[config.mk]
export PLATFORM = sky130hd
export DESIGN_NAME = uart_transceiver
export DESIGN_NICKNAME = d
export VERILOG_FILES = /design/src/rtl/uart_transceiver.sv
export SDC_FILE = /design/constraint.sdc
export NUM_CORES = 1
export LEC_CHECK = 0
export CAP_MARGIN = 25
export CELL_PAD_IN_SITES_DETAIL_PLACEMENT = 0
export CELL_PAD_IN_SITES_GLOBAL_PLACEMENT = 1
export CORE_ASPECT_RATIO = 0.8
export CORE_MARGIN = 2
export CORE_UTILIZATION = 43
export CTS_BUF_LIST = sky130_fd_sc_hd__clkbuf_8
export DETAILED_ROUTE_END_ITERATION = 8
export PLACE_DENSITY_LB_ADDON = 0.1
export SLEW_MARGIN = 30
export SYNTH_ARGS = -nofsm -noshare
export SYNTH_HDL_FRONTEND = slang
export SYNTH_SLANG_ARGS = --single-unit
[constraint.sdc]
create_clock -name clk_i -period 3.63 [get_ports clk_i]
set_input_delay 0.5445 -clock clk_i [delete_from_list [all_inputs] [get_ports clk_i]]
set_output_delay 0.5445 -clock clk_i [all_outputs]
set_load 0.01 [all_outputs]
[src/rtl/uart_transceiver.sv]
// Full-duplex UART: 16x-oversampled transmitter and receiver
// sharing one runtime baud divisor.
module uart_transceiver #(
  parameter int unsigned MAX_WIDTH     = 32,
  parameter int unsigned NUM_STOP_BITS = 1,
  parameter string       PARITY_MODE   = "EVEN",
  parameter int unsigned DATA_WIDTH    = 8
) (
  input  logic                  clk_i,
  input  logic                  rst_ni,
  input  logic [MAX_WIDTH-1:0]  baud_rate_i,
  input  logic [DATA_WIDTH-1:0] tx_data_i,
  input  logic                  tx_start_i,
  output logic                  tx_o,
  output logic                  tx_done_o,
  input  logic                  rx_i,
  output logic [DATA_WIDTH-1:0] rx_data_o,
  output logic                  rx_parity_error_o,
  output logic                  rx_done_o
);

  localparam bit HAS_PAR = (PARITY_MODE != "NONE");
  localparam bit ODD_PAR = (PARITY_MODE == "ODD");
  localparam int IW = (DATA_WIDTH > 1) ? $clog2(DATA_WIDTH) : 1;
  localparam logic [IW-1:0] LAST_IDX = IW'(DATA_WIDTH - 1);
  localparam logic [1:0] LAST_STOP = 2'(NUM_STOP_BITS - 1);
  localparam logic [MAX_WIDTH-1:0] ONE = MAX_WIDTH'(1);

  typedef enum logic [2:0] {
    S_IDLE,
    S_START,
    S_DATA,
    S_PARITY,
    S_STOP
  } state_t;

  logic [MAX_WIDTH-1:0] div;
  assign div = (baud_rate_i == '0) ? ONE : baud_rate_i;

  // ---------------- transmitter ----------------
  state_t tx_state, tx_state_n;
  logic [MAX_WIDTH-1:0] tx_cnt;
  logic [3:0] tx_sub, tx_sub_n;
  logic [IW-1:0] tx_idx, tx_idx_n;
  logic [1:0] tx_stop, tx_stop_n;
  logic [DATA_WIDTH-1:0] tx_shift;
  logic tx_tick, tx_bit_end, tx_par;
  logic tx_line_n, tx_done_n;

  assign tx_tick = (tx_state != S_IDLE) && (tx_cnt == div - ONE);
  assign tx_bit_end = tx_tick && (tx_sub == 4'd15);
  assign tx_par = (^tx_shift) ^ ODD_PAR;

  always_ff @(posedge clk_i or negedge rst_ni) begin
    if (!rst_ni) begin
      tx_cnt <= '0;
    end else if (tx_state == S_IDLE || tx_tick) begin
      tx_cnt <= '0;
    end else begin
      tx_cnt <= tx_cnt + ONE;
    end
  end

  always_comb begin
    tx_state_n = tx_state;
    tx_sub_n   = tx_sub;
    tx_idx_n   = tx_idx;
    tx_stop_n  = tx_stop;
    tx_done_n  = 1'b0;
    if (tx_tick) tx_sub_n = tx_sub + 4'd1;
    unique case (tx_state)
      S_IDLE: begin
        tx_sub_n  = '0;
        tx_idx_n  = '0;
        tx_stop_n = '0;
        if (tx_start_i) tx_state_n = S_START;
      end
      S_START: begin
        if (tx_bit_end) tx_state_n = S_DATA;
      end
      S_DATA: begin
        if (tx_bit_end) begin
          tx_idx_n = tx_idx + 1'b1;
          if (tx_idx == LAST_IDX)
            tx_state_n = HAS_PAR ? S_PARITY : S_STOP;
        end
      end
      S_PARITY: begin
        if (tx_bit_end) tx_state_n = S_STOP;
      end
      S_STOP: begin
        if (tx_bit_end) begin
          tx_stop_n = tx_stop + 2'd1;
          if (tx_stop == LAST_STOP) begin
            tx_state_n = S_IDLE;
            tx_done_n  = 1'b1;
          end
        end
      end
      default: tx_state_n = S_IDLE;
    endcase
  end

  // line level is registered from the next state so tx_o is glitch-free
  always_comb begin
    tx_line_n = 1'b1;
    unique case (tx_state_n)
      S_START:  tx_line_n = 1'b0;
      S_DATA:   tx_line_n = tx_shift[tx_idx_n];
      S_PARITY: tx_line_n = tx_par;
      default:  tx_line_n = 1'b1;
    endcase
  end

  always_ff @(posedge clk_i or negedge rst_ni) begin
    if (!rst_ni) begin
      tx_state  <= S_IDLE;
      tx_sub    <= '0;
      tx_idx    <= '0;
      tx_stop   <= '0;
      tx_shift  <= '0;
      tx_o      <= 1'b1;
      tx_done_o <= 1'b0;
    end else begin
      tx_state  <= tx_state_n;
      tx_sub    <= tx_sub_n;
      tx_idx    <= tx_idx_n;
      tx_stop   <= tx_stop_n;
      tx_o      <= tx_line_n;
      tx_done_o <= tx_done_n;
      if (tx_state == S_IDLE && tx_start_i) tx_shift <= tx_data_i;
    end
  end

  // ---------------- receiver ----------------
  state_t rx_state, rx_state_n;
  logic [MAX_WIDTH-1:0] rx_cnt;
  logic [3:0] rx_sub, rx_sub_n;
  logic [IW-1:0] rx_idx, rx_idx_n;
  logic [DATA_WIDTH-1:0] rx_shift, rx_shift_n;
  logic rx_meta, rx_sync;
  logic rx_par, rx_par_n;
  logic rx_tick, rx_sample, rx_done_n, rx_perr_n;

  assign rx_tick = (rx_state != S_IDLE) && (rx_cnt == div - ONE);
  assign rx_sample = rx_tick && (rx_sub == 4'd15);
  assign rx_perr_n = HAS_PAR && (rx_par != ((^rx_shift) ^ ODD_PAR));

  always_ff @(posedge clk_i or negedge rst_ni) begin
    if (!rst_ni) begin
      rx_meta <= 1'b1;
      rx_sync <= 1'b1;
      rx_cnt  <= '0;
    end else begin
      rx_meta <= rx_i;
      rx_sync <= rx_meta;
      if (rx_state == S_IDLE || rx_tick) rx_cnt <= '0;
      else rx_cnt <= rx_cnt + ONE;
    end
  end

  always_comb begin
    rx_state_n = rx_state;
    rx_sub_n   = rx_sub;
    rx_idx_n   = rx_idx;
    rx_shift_n = rx_shift;
    rx_par_n   = rx_par;
    rx_done_n  = 1'b0;
    if (rx_tick) rx_sub_n = rx_sub + 4'd1;
    unique case (rx_state)
      S_IDLE: begin
        rx_sub_n = '0;
        rx_idx_n = '0;
        if (!rx_sync) rx_state_n = S_START;
      end
      S_START: begin
        // eighth tick lands mid start bit; re-align sampling there
        if (rx_tick && rx_sub == 4'd7) begin
          rx_sub_n   = '0;
          rx_state_n = rx_sync ? S_IDLE : S_DATA;
        end
      end
      S_DATA: begin
        if (rx_sample) begin
          rx_shift_n = {rx_sync, rx_shift[DATA_WIDTH-1:1]};
          rx_idx_n   = rx_idx + 1'b1;
          if (rx_idx == LAST_IDX)
            rx_state_n = HAS_PAR ? S_PARITY : S_STOP;
        end
      end
      S_PARITY: begin
        if (rx_sample) begin
          rx_par_n   = rx_sync;
          rx_state_n = S_STOP;
        end
      end
      S_STOP: begin
        if (rx_sample) begin
          rx_done_n  = 1'b1;
          rx_state_n = S_IDLE;
        end
      end
      default: rx_state_n = S_IDLE;
    endcase
  end

  always_ff @(posedge clk_i or negedge rst_ni) begin
    if (!rst_ni) begin
      rx_state          <= S_IDLE;
      rx_sub            <= '0;
      rx_idx            <= '0;
      rx_shift          <= '0;
      rx_par            <= 1'b0;
      rx_data_o         <= '0;
      rx_parity_error_o <= 1'b0;
      rx_done_o         <= 1'b0;
    end else begin
      rx_state  <= rx_state_n;
      rx_sub    <= rx_sub_n;
      rx_idx    <= rx_idx_n;
      rx_shift  <= rx_shift_n;
      rx_par    <= rx_par_n;
      rx_done_o <= rx_done_n;
      if (rx_done_n) begin
        rx_data_o         <= rx_shift;
        rx_parity_error_o <= rx_perr_n;
      end
    end
  end

endmodule

==> impl_metrics.yaml <==
status:
  status: "finished with violations"
  violations: "negative setup slack"
global_route:
  antenna_found_initial: 0
  gr-usage-met3: 0.07776
  gr-usage-all-layers: 0.2944
  grt_pass1_vias: 7723
  busiest_layer: "met1"
  grt_max_degree: 65
  grtUsageMet2: 0.4146
  overflow: 0
  grt_first_pass_wirelength_mm: 44.39
  met1_usage: 0.4540
place:
  placed_cells_incl_taps: 1362
  dpl.hpwl_mm: 22.19
  port_buffers: 55
  pre_cts_ws_ns: -1.743
  place_area_um2: 10360
  gp_congestion: 1.011
final_layout:
  seqCellArea_um2: 2932
  fin_cells: 1418
  area_growth_pct: 38.94
  design_area_um2: 11430
  n_antenna_cell: 0
  drive_above_1_share: 0.3405
  most-common-layout-cells: "buf_4, dfrtp_1, xnor2_1"
  multi_input_area_um2: 5600
  n_fill_cell: 1653
  layout_commonest_cell: "buf_4"
  fin_nets: 1201
timing:
  slew_viol_final: 0
  setup_viol: 107
  hold_viol: 0
  final.setup_skew_ns: 0.02270
  min_period_ns: 4.440
  fin_crit_sh: 1.223
  setup_ws_ns: -0.8099
  relSlewSlack: 0.5073
  hold_slack_ns: 0.1166
  rsz0062_at_grt: "true"
  fmax_mhz: 225.2
  worst_pin_slew_ns: 0.7334
yosys:
  synth_area_leader_cell: "dfrtp_1"
  synth_seq_cells: 117
  syn_avg_cell_area_um2: 8.854
  synth-seq-area-share: 0.3564
  synth_top_cells_by_area: "dfrtp_1, xnor2_1, xor2_1, nor2_1, mux2_2"
  synth_edf_count: 0
  yosys_warnings: 0
  async_reset_ff_frac: 1.000
  synthesis.nets: 983
  synth_top_cell_area_share: 0.3468
  syn-cell-area_um2: 8225
  synth.distinct_cells: 78
  syn_inst: 929
  synth_flop_cell: "dfrtp_1"
detailed_routing:
  ant_nets: 0
  num_vias: 7884
  vias_per_cell: 5.560
  first_pass_iters: 5
  totalWireLength_mm: 28.72
  initialDrtViolationCount: 650
  post_drt_wl_per_cell_um: 20.25
  remaining_drc_errors: 0
power:
  total_power_w: 0.002937
  power.density_nw_per_um2: 257.0
  peakVddDrop_v: 0.0002293
  p_leak_nw: 4.829
floorplanning:
  io_pins: 56
  rows: 45
  die-area_um2: 20260
  dieWidth_um: 158.6
  die_y_um: 127.7
  start_util: 0.4361
  coreArea_um2: 18860
clock_tree:
  cts_tree: "done"
  root_buffer: "clkbuf_8"
  cts_htree_levels: 4
  path_clk_slew_ns: 0.08
  clock_latency_ns: 0.46
  clock-sinks: 117
  cts_buffer_depth: 2
  cts_buffers: 17
worst_setup_path:
  worstSetupStartpointType: "input port"
  worstPathMaxFanout: 7
  worstPathArrival_ns: 4.78
  end_kind: "register"
  crit_required_ns: 3.97
  worstSetupPathType: "input port to register"
flow_run:
  cap_violations: 0
worst_hold_path:
  hold_path_class: "input port to async pin"
==> final cells by class <==
type                    instances  area share
well taps                     258     0.02825
clock buffers                  19     0.02288
repair buffers                252      0.1802
multi-input cells             731      0.4900
clock inverters                13     0.01292
inverters                      28    0.009196
flip-flops and latches        117      0.2565
==> metal layers <==
layer  vias to the layer above  part of all wire  wire (um)
li1                       3709                 -          -
met3                        21             0.073       2096
met5                         -                 0          0
met4                         0             0.011        303
met2                       246              0.42      11970
met1                      3908              0.50      14360
==> worst paths after layout <==
kind,depth (start not counted),endpoint,slack [ns],from
max reg2reg,14,tx_o,-0.08,tx_cnt[2]
max in group asynchronous,2,tx_o,2.67,rst_ni
min in group clk_i,0,rx_sync,0.36,rx_meta
min reg2reg,0,rx_sync,0.36,rx_meta
min,1,tx_cnt[6],0.12,rst_ni
max,17,rx_par,-0.81,baud_rate_i[9]
==> cells in the mapped netlist, drive strengths merged (6+ instances only) <==
library cell	instances
a21oi	13
a31oi	6
and2	8
and3	20
and4	10
buf	9
clkbuf	45
dfrtp	114
ha	10
inv	28
mux2	24
mux2i	9
nand2	62
nand2b	13
nand3	29
nand4	36
nor2	115
nor2b	15
nor3	31
nor4	26
o211ai	8
o21ai	30
or2	9
or3	9
or4	15
xnor2	89
xor2	68
==> per-stage QoR <==
step / setup TNS (ns) / util
2_1_floorplan: -74.15 / -
5_1_grt: -59.23 / 0.6059
3_3_place_gp: -135.29 / 0.5495
3_5_place_dp: -136.79 / 0.5495
6_report: -48.19 / 0.6059
4_1_cts: -46.85 / 0.6022
==> what timing repair did <==
action	in CTS	in global routing
hold buffers	0	0
cloned	4	0
gates resized for setup	214	22
setup endpoints to repair	107	107
buffers inserted	17	3
pin swaps	49	6
==> logic make-up (layout without fill, tap and decap cells) <==
| logic type | after synthesis | after routing | synth area share |
|---|---|---|---|
| AOI/OAI and AO/OA | 109 | 109 | 0.09219 |
| adders and majority gates | 10 | 10 | 0.01521 |
| xor gates and xnor gates | 162 | 162 | 0.1810 |
| DFF | 117 | 117 | 0.3564 |
| muxes | 33 | 33 | 0.04381 |
| buffers and inverters | 82 | 312 | 0.04061 |
| and+or+nand+nor | 416 | 417 | 0.2708 |
==> worst max-delay path, cell delays in order <==
cell and delay, ns:
buf_6 0.09, or4_4 0.57, nor3_4 0.19, a31oi_4 0.13
ha_4 0.21, nor3b_4 0.16, xnor2_2 0.15, xnor2_1 0.13
or3_1 0.32, or4_4 0.50, nor4_2 0.15, nand4_1 0.26
nor4_4 0.26, nor2b_4 0.21, nand2_2 0.06, or4_4 0.53
mux2_4 0.31
==> power by group <==
group | internal (W) | total, W | switching [W]
clock network | 0.000654 | 0.00128 | 0.000626
registers | 0.00130 | 0.00131 | 0.000000728
logic | 0.000165 | 0.000352 | 0.000187
==> flip-flops by register name (all words and copies together) (netlist names), 2 cells and up <==
register,cells
rx_shift,8
rx_idx,3
rx_data_o,8
rx_sub,4
tx_idx,3
tx_cnt,32
rx_state,3
tx_stop,2
tx_sub,4
rx_cnt,32
tx_state,3
tx_shift,8
Power figures use the tool's default switching activity.
